===== src/rtl/overload_dac_out.sv =====
// Overload loop DAC output stage: converts the signed PID result to an offset-binary
// code, saturates and slew-limits it, and writes it to a 16-bit SPI DAC (mode 0, MSB first).
module overload_dac_out #(
  parameter int CLK_DIV       = 4,
  parameter int UPDATE_PERIOD = 1000,
  parameter int OFFSET        = 32768,
  parameter int SLEW_STEP     = 256,
  parameter int IDLE_CODE     = 32768
) (
  input  logic        clk_i,
  input  logic        rst_n_i,
  input  logic        overload_motor_en_i,
  input  logic [31:0] overload_pid_result_i,
  output logic        dac_sclk_o,
  output logic        dac_csn_o,
  output logic        dac_sdi_o,
  output logic [15:0] dac_code_o,
  output logic        dac_busy_o,
  output logic        sat_hi_o,
  output logic        sat_lo_o,
  output logic [1:0]  state_dbg_o
);

  localparam int TW = (UPDATE_PERIOD > 1) ? $clog2(UPDATE_PERIOD) : 1;
  localparam int DW = (CLK_DIV > 1) ? $clog2(CLK_DIV) : 1;

  typedef enum logic [1:0] {S_IDLE, S_LOAD, S_SHIFT, S_DONE} state_t;

  state_t          state_q, state_d;
  logic [TW-1:0]   timer_q;
  logic [DW-1:0]   div_q;
  logic [3:0]      bit_q;
  logic [15:0]     shift_q;
  logic [15:0]     cur_q;
  logic [15:0]     next_q;
  logic [15:0]     target_q;
  logic            first_q;

  logic            tick;
  logic            phase_end;
  logic            last_fall;
  logic [33:0]     sum;
  logic [15:0]     cap_target;
  logic            cap_hi;
  logic            cap_lo;
  logic [16:0]     cur17;
  logic [16:0]     tgt17;
  logic [16:0]     step17;
  logic [16:0]     up17;
  logic [15:0]     slew;
  logic            skip;

  assign tick      = (timer_q == TW'(UPDATE_PERIOD - 1));
  assign phase_end = (div_q == DW'(CLK_DIV - 1));
  assign last_fall = dac_sclk_o && phase_end && (bit_q == 4'd15);

  // Target capture: sign-extend to 34 bits so the offset add can never overflow.
  assign sum = {{2{overload_pid_result_i[31]}}, overload_pid_result_i} + 34'(OFFSET);

  always_comb begin
    cap_target = 16'(IDLE_CODE);
    cap_hi     = 1'b0;
    cap_lo     = 1'b0;
    if (overload_motor_en_i) begin
      if (sum[33]) begin
        cap_target = 16'h0000;
        cap_lo     = 1'b1;
      end else if (|sum[32:16]) begin
        cap_target = 16'hffff;
        cap_hi     = 1'b1;
      end else begin
        cap_target = sum[15:0];
      end
    end
  end

  // Slew limit in 17 bits: the extra bit keeps cur+step and target+step from wrapping.
  assign cur17  = {1'b0, cur_q};
  assign tgt17  = {1'b0, target_q};
  assign step17 = 17'(SLEW_STEP);
  assign up17   = cur17 + step17;

  always_comb begin
    slew = target_q;
    if (tgt17 > up17) begin
      slew = up17[15:0];
    end else if ((tgt17 + step17) < cur17) begin
      slew = cur_q - 16'(SLEW_STEP);
    end
  end

  assign skip = (slew == cur_q) && !first_q;

  always_ff @(posedge clk_i or negedge rst_n_i) begin
    if (!rst_n_i) begin
      state_q <= S_IDLE;
    end else begin
      state_q <= state_d;
    end
  end

  always_comb begin
    state_d = state_q;
    case (state_q)
      S_IDLE:  if (tick) state_d = S_LOAD;
      S_LOAD:  state_d = skip ? S_IDLE : S_SHIFT;
      S_SHIFT: if (last_fall) state_d = S_DONE;
      S_DONE:  if (phase_end) state_d = S_IDLE;
      default: state_d = S_IDLE;
    endcase
  end

  always_comb begin
    dac_busy_o  = (state_q != S_IDLE);
    state_dbg_o = state_q;
  end

  always_ff @(posedge clk_i or negedge rst_n_i) begin
    if (!rst_n_i) begin
      timer_q    <= '0;
      div_q      <= '0;
      bit_q      <= 4'd0;
      shift_q    <= 16'h0000;
      cur_q      <= 16'(IDLE_CODE);
      next_q     <= 16'(IDLE_CODE);
      target_q   <= 16'(IDLE_CODE);
      first_q    <= 1'b1;
      dac_sclk_o <= 1'b0;
      dac_csn_o  <= 1'b1;
      dac_sdi_o  <= 1'b0;
      dac_code_o <= 16'(IDLE_CODE);
      sat_hi_o   <= 1'b0;
      sat_lo_o   <= 1'b0;
    end else begin
      timer_q <= tick ? '0 : timer_q + 1'b1;
      case (state_q)
        S_IDLE: begin
          if (tick) begin
            target_q <= cap_target;
            sat_hi_o <= cap_hi;
            sat_lo_o <= cap_lo;
          end
        end
        S_LOAD: begin
          if (!skip) begin
            next_q     <= slew;
            shift_q    <= slew;
            dac_sdi_o  <= slew[15];
            dac_csn_o  <= 1'b0;
            dac_sclk_o <= 1'b0;
            first_q    <= 1'b0;
            div_q      <= '0;
            bit_q      <= 4'd0;
          end
        end
        S_SHIFT: begin
          if (phase_end) begin
            div_q <= '0;
            if (!dac_sclk_o) begin
              dac_sclk_o <= 1'b1;
            end else if (bit_q == 4'd15) begin
              dac_sclk_o <= 1'b0;
              dac_csn_o  <= 1'b1;
              dac_sdi_o  <= 1'b0;
              cur_q      <= next_q;
              dac_code_o <= next_q;
            end else begin
              dac_sclk_o <= 1'b0;
              bit_q      <= bit_q + 4'd1;
              shift_q    <= {shift_q[14:0], 1'b0};
              dac_sdi_o  <= shift_q[14];
            end
          end else begin
            div_q <= div_q + 1'b1;
          end
        end
        S_DONE: begin
          div_q <= div_q + 1'b1;
        end
        default: ;
      endcase
    end
  end

endmodule


===== config.mk =====
export PLATFORM = sky130hd
export DESIGN_NAME = overload_dac_out
export DESIGN_NICKNAME = d
export VERILOG_FILES = /design/src/rtl/overload_dac_out.sv
export SDC_FILE = /design/constraint.sdc
export NUM_CORES = 1
export LEC_CHECK = 0
export CORE_ASPECT_RATIO = 0.6
export CORE_MARGIN = 10
export CORE_UTILIZATION = 50
export DETAILED_ROUTE_END_ITERATION = 8
export PLACE_DENSITY_LB_ADDON = 0.3
export RECOVER_POWER = 50
export SYNTH_ARGS = -nofsm -noshare
export SYNTH_HDL_FRONTEND = slang
export SYNTH_SLANG_ARGS = --single-unit

===== constraint.sdc =====
create_clock -name clk_i -period 8.5 [get_ports clk_i]
set_clock_uncertainty 0.1 [all_clocks]
set_input_delay 0.85 -clock clk_i [delete_from_list [all_inputs] [get_ports clk_i]]
set_output_delay 0.85 -clock clk_i [all_outputs]
set_load 0.02 [all_outputs]

# == After elaboration in Yosys (flattened, before gate mapping) ==
# Index checks and enable logic that the tools add are counted.
# op_classes
add_sub_neg,7
magnitude_cmp,2
n_eq_ne,15
muxes,42
bitwise,1
n_reduce_logical,18
# ops
cell,n
16-bit two-way mux,5
15-bit two-way mux,4
16-bit by 9-bit adder with 17-bit output (second input constant),2
32-bit by 17-bit adder with 33-bit output (second input constant),1
15-bit case mux with 2 select lines,1
16-bit by 17-bit > comparator with 1-bit output,1
17-bit by 16-bit less-than comparator with 1-bit output,1
17-bit OR reduction,1
16-bit equality test,1
4-bit two-way mux,4
2-bit inequality test (second input constant),8
16-bit by 9-bit subtractor with 16-bit output (second input constant),1
1-bit two-way mux,15
2-bit two-way mux,6
10-bit by 1-bit adder with 10-bit output (second input constant),1
10-bit equality test (second input constant),1
10-bit two-way mux,1
5-bit AND reduction,2
2-bit case mux with 4 select lines,1
4-bit case mux with 2 select lines,1
4-bit AND reduction,2
2-bit equality test (second input constant),3
1-bit case mux with 2 select lines,3
2-bit case mux with 3 select lines,1
other kinds (12),18
# totals
regBits,87
out_inout_bits,24

# == Longest topological paths before layout ==
# Gate-level depths: netlist of run 1.
# depth
ltp_word,8
ltp_mapped,15

# == Worst setup path before layout of run 1 ==
# Ideal clock, no wire load.
# synth_timing
kind,register to register
from,reg cur_q[12]
to,reg shift_q[14]
arrival_ns,3.013
required_ns,8.282
slack_ns,5.269
path_stages_with_launch,16
cell_sequence,dfrtp_1 clkbuf_1 nand3_1 nor2_1 nand3_1 xnor2_1 ha_1 nand3_1 nor4_1 a41oi_1 o21ai_4 a31oi_4 nor2_4 buf_4 a211oi_1 a21o_1
# synth_between
elab_chain_cells,7
word_cells_on_any_way,12
# synth_lines
element,line,rtl
start: declaration,34,logic [15:0] cur_q;
start signal: assignment,124,cur_q <= 16'(IDLE_CODE);
start signal: assignment,165,cur_q <= next_q;
"16-bit by 9-bit adder with 17-bit output, or another cell as far along",81,assign up17 = cur17 + step17;
16-bit by 17-bit > comparator with 1-bit output / 16-bit two-way mux (equally long branches),"85, 87",
16-bit two-way mux,85,if (tgt17 > up17) begin
16-bit equality test,92,assign skip = (slew == cur_q) && !first_q;
1-bit logical AND,92,
2-bit inequality test (no source line),n/a,
5-bit AND reduction (no source line),n/a,
end signal: assignment,147,shift_q <= slew;
end signal: assignment,170,"shift_q <= {shift_q[14:0], 1'b0};"
end: declaration,33,logic [15:0] shift_q;
# Several ways; a longest one is shown, not always the timed one. The select of a mux whose other input is x is not followed.
# A chain may end at the register's enable or synchronous reset.

==> results of run 1 <==
flip-flops by register name (all words and copies together) (netlist names), named ones only:
register     count
sat_lo_o         1
first_q          1
target_q        16
bit_q            4
dac_sdi_o        1
sat_hi_o         1
state_dbg_o      1
dac_sclk_o       1
timer_q         10
dac_csn_o        1
cur_q           16
shift_q         15
next_q          16
div_q            2
layout make-up:
cell class | instances | share of cell area [%]
timing repair buffer | 58 | 9.10
tap | 139 | 2.75
sequential | 87 | 34.6
clock inverter | 4 | 0.476
clock buffer | 12 | 4.06
multi-input combinational | 453 | 47.5
inverter | 26 | 1.55
synthesized netlist by cell type (7+ instances only):
library cell               number  area (um2)
sky130_fd_sc_hd__a211oi_1      16         120
sky130_fd_sc_hd__a21o_1        13        97.6
sky130_fd_sc_hd__a21oi_1       36         180
sky130_fd_sc_hd__buf_2          7        35.0
sky130_fd_sc_hd__clkbuf_1      10        37.5
sky130_fd_sc_hd__dfrtp_1       82        2050
sky130_fd_sc_hd__ha_1          31         388
sky130_fd_sc_hd__inv_1         24        90.1
sky130_fd_sc_hd__mux2_2         9         101
sky130_fd_sc_hd__mux2i_1       10         100
sky130_fd_sc_hd__nand2_1       69         259
sky130_fd_sc_hd__nand3_1       27         135
sky130_fd_sc_hd__nand4_1       10        62.6
sky130_fd_sc_hd__nor2_1        70         263
sky130_fd_sc_hd__nor4_1         7        43.8
sky130_fd_sc_hd__o21ai_0       32         160
sky130_fd_sc_hd__o21ai_2        7        61.3
sky130_fd_sc_hd__xnor2_1       17         149
sky130_fd_sc_hd__xor2_1        21         184
metal layers:
layer  up-vias  share of wire [%]
li1       2170                  -
met2       132                 45
met5         -                  0
met1      2222                 48
met4         0               0.70
met3        11                6.7
metrics by stage:
| step | std cells | power (uW) |
|---|---|---|
| 5_1_grt | 779 | 871 |
| 2_1_floorplan | 591 | 441 |
| 6_report | 779 | 842 |
| 3_3_place_gp | 763 | 470 |
| 4_1_cts | 779 | 847 |
| 3_5_place_dp | 763 | 472 |
cell families (layout without fill, tap and decap cells):
| group | after synthesis | count (layout) | share of synthesized area (%) |
|---|---|---|---|
| AOI/OAI and AO/OA | 142 | 142 | 18.4 |
| DFF | 87 | 87 | 40.2 |
| and+or+nand+nor | 222 | 222 | 19.6 |
| xor gates and xnor gates | 38 | 38 | 6.12 |
| muxes | 20 | 20 | 3.98 |
| buffers and inverters | 51 | 100 | 4.60 |
| adders and majority gates | 31 | 31 | 7.14 |
placed cells by master, fill, tap and decap left out, types with 13 or more instances in the layout:
| cell | synthesis | layout |
|---|---|---|
| sky130_fd_sc_hd__nor2_1 | 70 | 69 |
| sky130_fd_sc_hd__inv_1 | 24 | 24 |
| sky130_fd_sc_hd__xor2_1 | 21 | 21 |
| sky130_fd_sc_hd__a21o_1 | 13 | 13 |
| sky130_fd_sc_hd__ha_1 | 31 | 31 |
| sky130_fd_sc_hd__o21ai_0 | 32 | 32 |
| sky130_fd_sc_hd__dfrtp_1 | 82 | 82 |
| sky130_fd_sc_hd__a211oi_1 | 16 | 16 |
| sky130_fd_sc_hd__nand2_1 | 69 | 69 |
| sky130_fd_sc_hd__xnor2_1 | 17 | 17 |
| sky130_fd_sc_hd__a21oi_1 | 36 | 36 |
| sky130_fd_sc_hd__nand3_1 | 27 | 27 |
| sky130_fd_sc_hd__clkdlybuf4s50_1 | 0 | 56 |
path summary, 6_finish.rpt:
| kind | startpoint | to | slack, ps |
|---|---|---|---|
| setup / recovery | rst_n_i | cur_q[10] | 3620 |
| hold / removal | shift_q[12] | shift_q[12] | 380 |
| setup reg to reg | cur_q[8] | shift_q[7] | 4110 |
| hold reg to reg | shift_q[12] | shift_q[12] | 380 |
| max in group clk_i | cur_q[8] | shift_q[7] | 4110 |
| min in group asynchronous | rst_n_i | sat_hi_o | 2070 |
where the power goes:
group	total [uW]	internal (uW)	switching, uW	leakage, uW
Clock	378	215	163	0.000139
Sequential	415	415	0.638	0.00109
Combinational	48.3	21.6	26.7	0.00156
==> results.cfg, run 1 <==
[global_route]
wire_length_of_the_first_global_routing_pass_um = 23500
number_of_global_route_vias_before_repair = 4520
met3_resource_use_gr_pct = 5.33
grt.overflow.total = 0
antenna_found_initial = 0
gr-usage-met1_pct = 25.2
met2_track_usage_gr_pct = 28.7
grt.busiest_layer = met2
grt_start_max_net_pins = 88
grt_util_all_layers_pct = 18.5

[floorplan]
dieWidth_um = 155
placement_rows = 29
initial_cell_density_of_the_core_pct = 51.3
die_h_um = 101
die_area_um2 = 15600
core_region_area_um2 = 10600
ports_placed_on_the_boundary = 59

[synthesis]
number_of_flops_mapped_to_enable_cells_by_yosys = 0
synthesis.yosys.warnings = 0
syn_inst = 591
syn_nets = 657
mean_syn_cell_area_um2 = 9.20
syn_area_um2 = 5440
ys.flop_type = sky130_fd_sc_hd__dfrtp_1
synth-async-reset-ratio_pct = 100
post_synth_num_cell_types = 64
synth.ff_latch_count = 87
synth.yosys.seq_area_share_pct = 40.2

[timing]
worst_pin_slew_ps = 4660
final.setup.tns_ps = 0
slew_headroom_pct = -211
top_achievable_clock_speed_mhz = 205
hold_ws_ps = 379
slew_viol_final = 88
postLayoutSetupSlackWorst_ps = 3620
setup_viol = 0
finalHoldViolCount = 0
unrepaired_setup_endpoints_after_global_routing = no
finalWorstPathRequiredPeriod_ps = 4880
layout_worst_path_cycle_share_pct = 57.4

[cells_and_area]
multi_input_comb_area_um2 = 3000
final_core_util_pct = 59.6
syn_to_final_growth_pct = 16.2
design_area_um2 = 6310
final_net_count = 701
drive_above_1_share_pct = 9.84
antennaDiodeCount = 0
ff_latch_area_um2 = 2180
num-fill-cells = 933

[worst_setup_path]
critical_path.cell_chain = clkbuf_1
crit_required_ps = 7740
crit_path_top_delay_cell = sky130_fd_sc_hd__clkbuf_1
critical_path_depth_in_cells = 1
critical_path_peak_fanout = 87
worstSetupEndpointType = asynchronous set/reset pin
worst_ep_arrival_time_ps = 4120
critical-path-top-delay-family = buffers and inverters
reg2reg_depth = 13
type_of_element_launching_the_critical_path = primary input
critPathBufInv = 1
path_class = in -> async
worst_path_largest_cell_delay_ps = 3200

[cts]
post_cts_hold_buffer_count = 0
clock_path_buffers = 2
cts_setup_buffers = 0
clock-root-buffer = sky130_fd_sc_hd__clkbuf_16
cts_made_buffers = 9
cts_tree = yes
clkSlewWorstSetupHoldPaths_ps = 60
clock_sink_count = 87
clock_tree.htree_level_count = 3
clock_latency_ps = 340
post_cts_resize_count = 0

[route]
routed_wire_length_per_instance_um = 18.2
detailroute.via_count = 4535
post-route-drc-count = 0
drt_wirelength_um = 14200
initialDrtViolationCount = 408
viasPerCell = 5.82
drt_pre_antenna_iters = 5
drt.antenna.violating_nets = 0

[worst_hold_path]
holdPathStages = 1
worst_hold_path_type = reg -> reg

[run]
max_cap_viol_count = 1

[run_status]
violations = max-capacitance violations, max-slew violations
run_status = finished, violations left

[placement]
placement.setup.worst_slack_ps = 4240
replace_congestion = 0.940
placedInstanceArea_um2 = 6040
io_buffer_count = 58
hpwl_um = 10700

[power]
vdd_ir_drop_max_mv = 0.105
p_per_area_nw_per_um2 = 133
total_leakage_power_uw = 0.00279
Power figures use the tool's default switching activity.
==> inputs of run 2 (changes only) <==
- clock period: 8.5 -> 3.9 ns (I/O delays scaled with it)
==> run 2 against run 1 <==
  * The flow still finishes with violations (max-capacitance violations, max-slew violations)
  * Sequential power increased by 120%
  * First-iteration DRC count is 6.6% higher
  * Die area stayed put
  * Critical path depth up 12
  * Final cell count grew 2.1%
  * Non-clock buffer count rose by 16
  * Largest power group unchanged
  * Highest routed layer unchanged
==> results.cfg, run 2 (synthesized netlist as in run 1, its figures left out) <==
[worst_setup_path]
critical-path-top-delay-family = compound AO/OA/AOI/OAI gates
worst_ep_arrival_time_ps = 3910
rr_startpoint = cur_q[10]
timing.critical_path.mode_cell = sky130_fd_sc_hd__nand3_1
worst_path_largest_cell_delay_ps = 480
type_of_element_launching_the_critical_path = flip-flop
worstSetupEndpointType = flip-flop
critical_path_peak_fanout = 5
crit_required_ps = 4030
path_class = reg -> reg
crit_path_top_delay_cell = sky130_fd_sc_hd__dfrtp_1
worstReg2RegEnd = shift_q[11]
critical_path.cell_chain = nand3_1 -> nor2_1 -> nand3_1 -> xnor2_1 -> ha_1 -> nand3_1 -> nor4_1 -> a41oi_1 -> o21a_1 -> a211oi_2 -> a311oi_2 -> a31oi_1 -> mux2_2
timing.reg2reg.setup_slack_ps = 120
reg2reg_depth = 13
critPathBufInv = 0

[run]
max_cap_viol_count = 1

[power]
power_frac_clock_pct = 45.1
p_switching_uw = 439
p_per_area_nw_per_um2 = 287
total_leakage_power_uw = 0.00286
switching_part_of_the_total_power_pct = 23.8
seq_power_share_pct = 49.1
internal-power_uw = 1410
comb_power_share_pct = 5.8
vdd_ir_drop_max_mv = 0.223

[cts]
cts_setup_buffers = 0
clock-root-buffer = sky130_fd_sc_hd__clkbuf_16
clock_sink_count = 87
clock_latency_ps = 350
clock_tree.htree_level_count = 3
post_cts_resize_count = 0
cts_made_buffers = 9
post_cts_hold_buffer_count = 0
clock_path_buffers = 2
clkSlewWorstSetupHoldPaths_ps = 70
cts_tree = yes

[global_route]
wire_length_of_the_first_global_routing_pass_um = 23900
number_of_global_route_vias_before_repair = 4544
grt_util_all_layers_pct = 19.0
grt.overflow.total = 0
antenna_found_initial = 0
grt_start_max_net_pins = 64

[cells_and_area]
reg.largest.list = cur_q (16), next_q (16), target_q (16)
antennaDiodeCount = 0
layout.cells.most_common_list = 80 x sky130_fd_sc_hd__dfrtp_1, 69 x sky130_fd_sc_hd__nand2_1, 69 x sky130_fd_sc_hd__nor2_1, 54 x sky130_fd_sc_hd__clkdlybuf4s50_1, 36 x sky130_fd_sc_hd__a21oi_1
num-fill-cells = 929
syn_to_final_growth_pct = 18.4
commonest_non_fill_non_tap_cell_in_the_layout = sky130_fd_sc_hd__dfrtp_1
final_net_count = 717
final_core_util_pct = 60.7
drive_above_1_share_pct = 12.7
design_area_um2 = 6440

[floorplan]
dieWidth_um = 155
ports_placed_on_the_boundary = 59
placement_rows = 29
die_area_um2 = 15600
die_h_um = 101
initial_cell_density_of_the_core_pct = 51.3
core_region_area_um2 = 10600

[route]
drt_pre_antenna_iters = 5
routed_wire_length_per_instance_um = 18.8
detailroute.via_count = 4655
post-route-drc-count = 0
drt.antenna.violating_nets = 0
drt_wirelength_um = 14900
viasPerCell = 5.86
initialDrtViolationCount = 435

[timing]
top_achievable_clock_speed_mhz = 264
final.setup.tns_ps = 0
worst_pin_slew_ps = 3400
slew_viol_final = 64
finalHoldViolCount = 0
slew_headroom_pct = -126
hold_ws_ps = 380
finalWorstPathRequiredPeriod_ps = 3780
layout_worst_path_cycle_share_pct = 97.0
unrepaired_setup_endpoints_after_global_routing = no
setup_viol = 0

[placement]
hpwl_um = 11300
placedInstanceArea_um2 = 6160
replace_congestion = 0.952
io_buffer_count = 58

[worst_hold_path]
worst_hold_path_type = reg -> reg
holdPathStages = 2
worstHoldEndpoint = sat_lo_o
holdCritStartpoint = sat_lo_o

[run_status]
run_status = finished, violations left
violations = max-capacitance violations, max-slew violations
## run 2: cell types whose count changed in the layout (fill, tap and decap cells not counted), moves of 2 or more
cell	change
sky130_fd_sc_hd__dlygate4sd3_1	+2
sky130_fd_sc_hd__clkdlybuf4s50_1	-2
sky130_fd_sc_hd__inv_6	+2
sky130_fd_sc_hd__buf_4	+16
sky130_fd_sc_hd__dfrtp_1	-2
sky130_fd_sc_hd__dfrtp_2	+2
## run 2: power groups by stage
stage	combinational, uW	sequential [uW]	clock (uW)
5_1_grt	118	904	875
3_5_place_dp	108	922	0
4_1_cts	109	905	841
6_report	108	905	831
3_3_place_gp	105	922	0
2_1_floorplan	40.2	921	0
## run 2: metrics by stage
step           worst slack [ps]  cells  power (uW)
2_1_floorplan               669    591         962
3_3_place_gp                235    779        1030
3_5_place_dp                249    779        1030
4_1_cts                     196    795        1850
5_1_grt                    34.4    795        1900
6_report                    118    795        1840
## run 2: tightest hold or removal path, stage by stage, from the launching register on
cell	delay [ps]
sky130_fd_sc_hd__dfrtp_1	340
sky130_fd_sc_hd__nand2_1	40
sky130_fd_sc_hd__o21ai_0	60
## run 2: how the worst max path moves through the flow
stage                    from     endpoint  cells past startpoint
floorplan           cur_q[12]  shift_q[14]                     15
global placement     cur_q[8]   shift_q[8]                     14
detailed placement   cur_q[8]   shift_q[8]                     14
CTS                  cur_q[8]  shift_q[11]                     13
global route        cur_q[10]  shift_q[11]                     13
finish              cur_q[10]  shift_q[11]                     13
## run 2: metal layers
layer	vias to the layer above	wire [um]	GRT usage (%)
li1	2205	-	-
met1	2257	7340	26.9
met2	169	6350	28.3
met3	24	992	4.56
met4	0	222	5.06
met5	-	0	0
## run 2: layout make-up
type	count	area, um2	area share [%]
Multi-Input combinational cell	453	3000	46.6
Clock inverter	6	43.8	0.680
Tap cell	139	174	2.70
Timing Repair Buffer	74	694	10.8
Sequential cell	87	2190	34.0
Clock buffer	10	239	3.71
Inverter	26	97.6	1.52
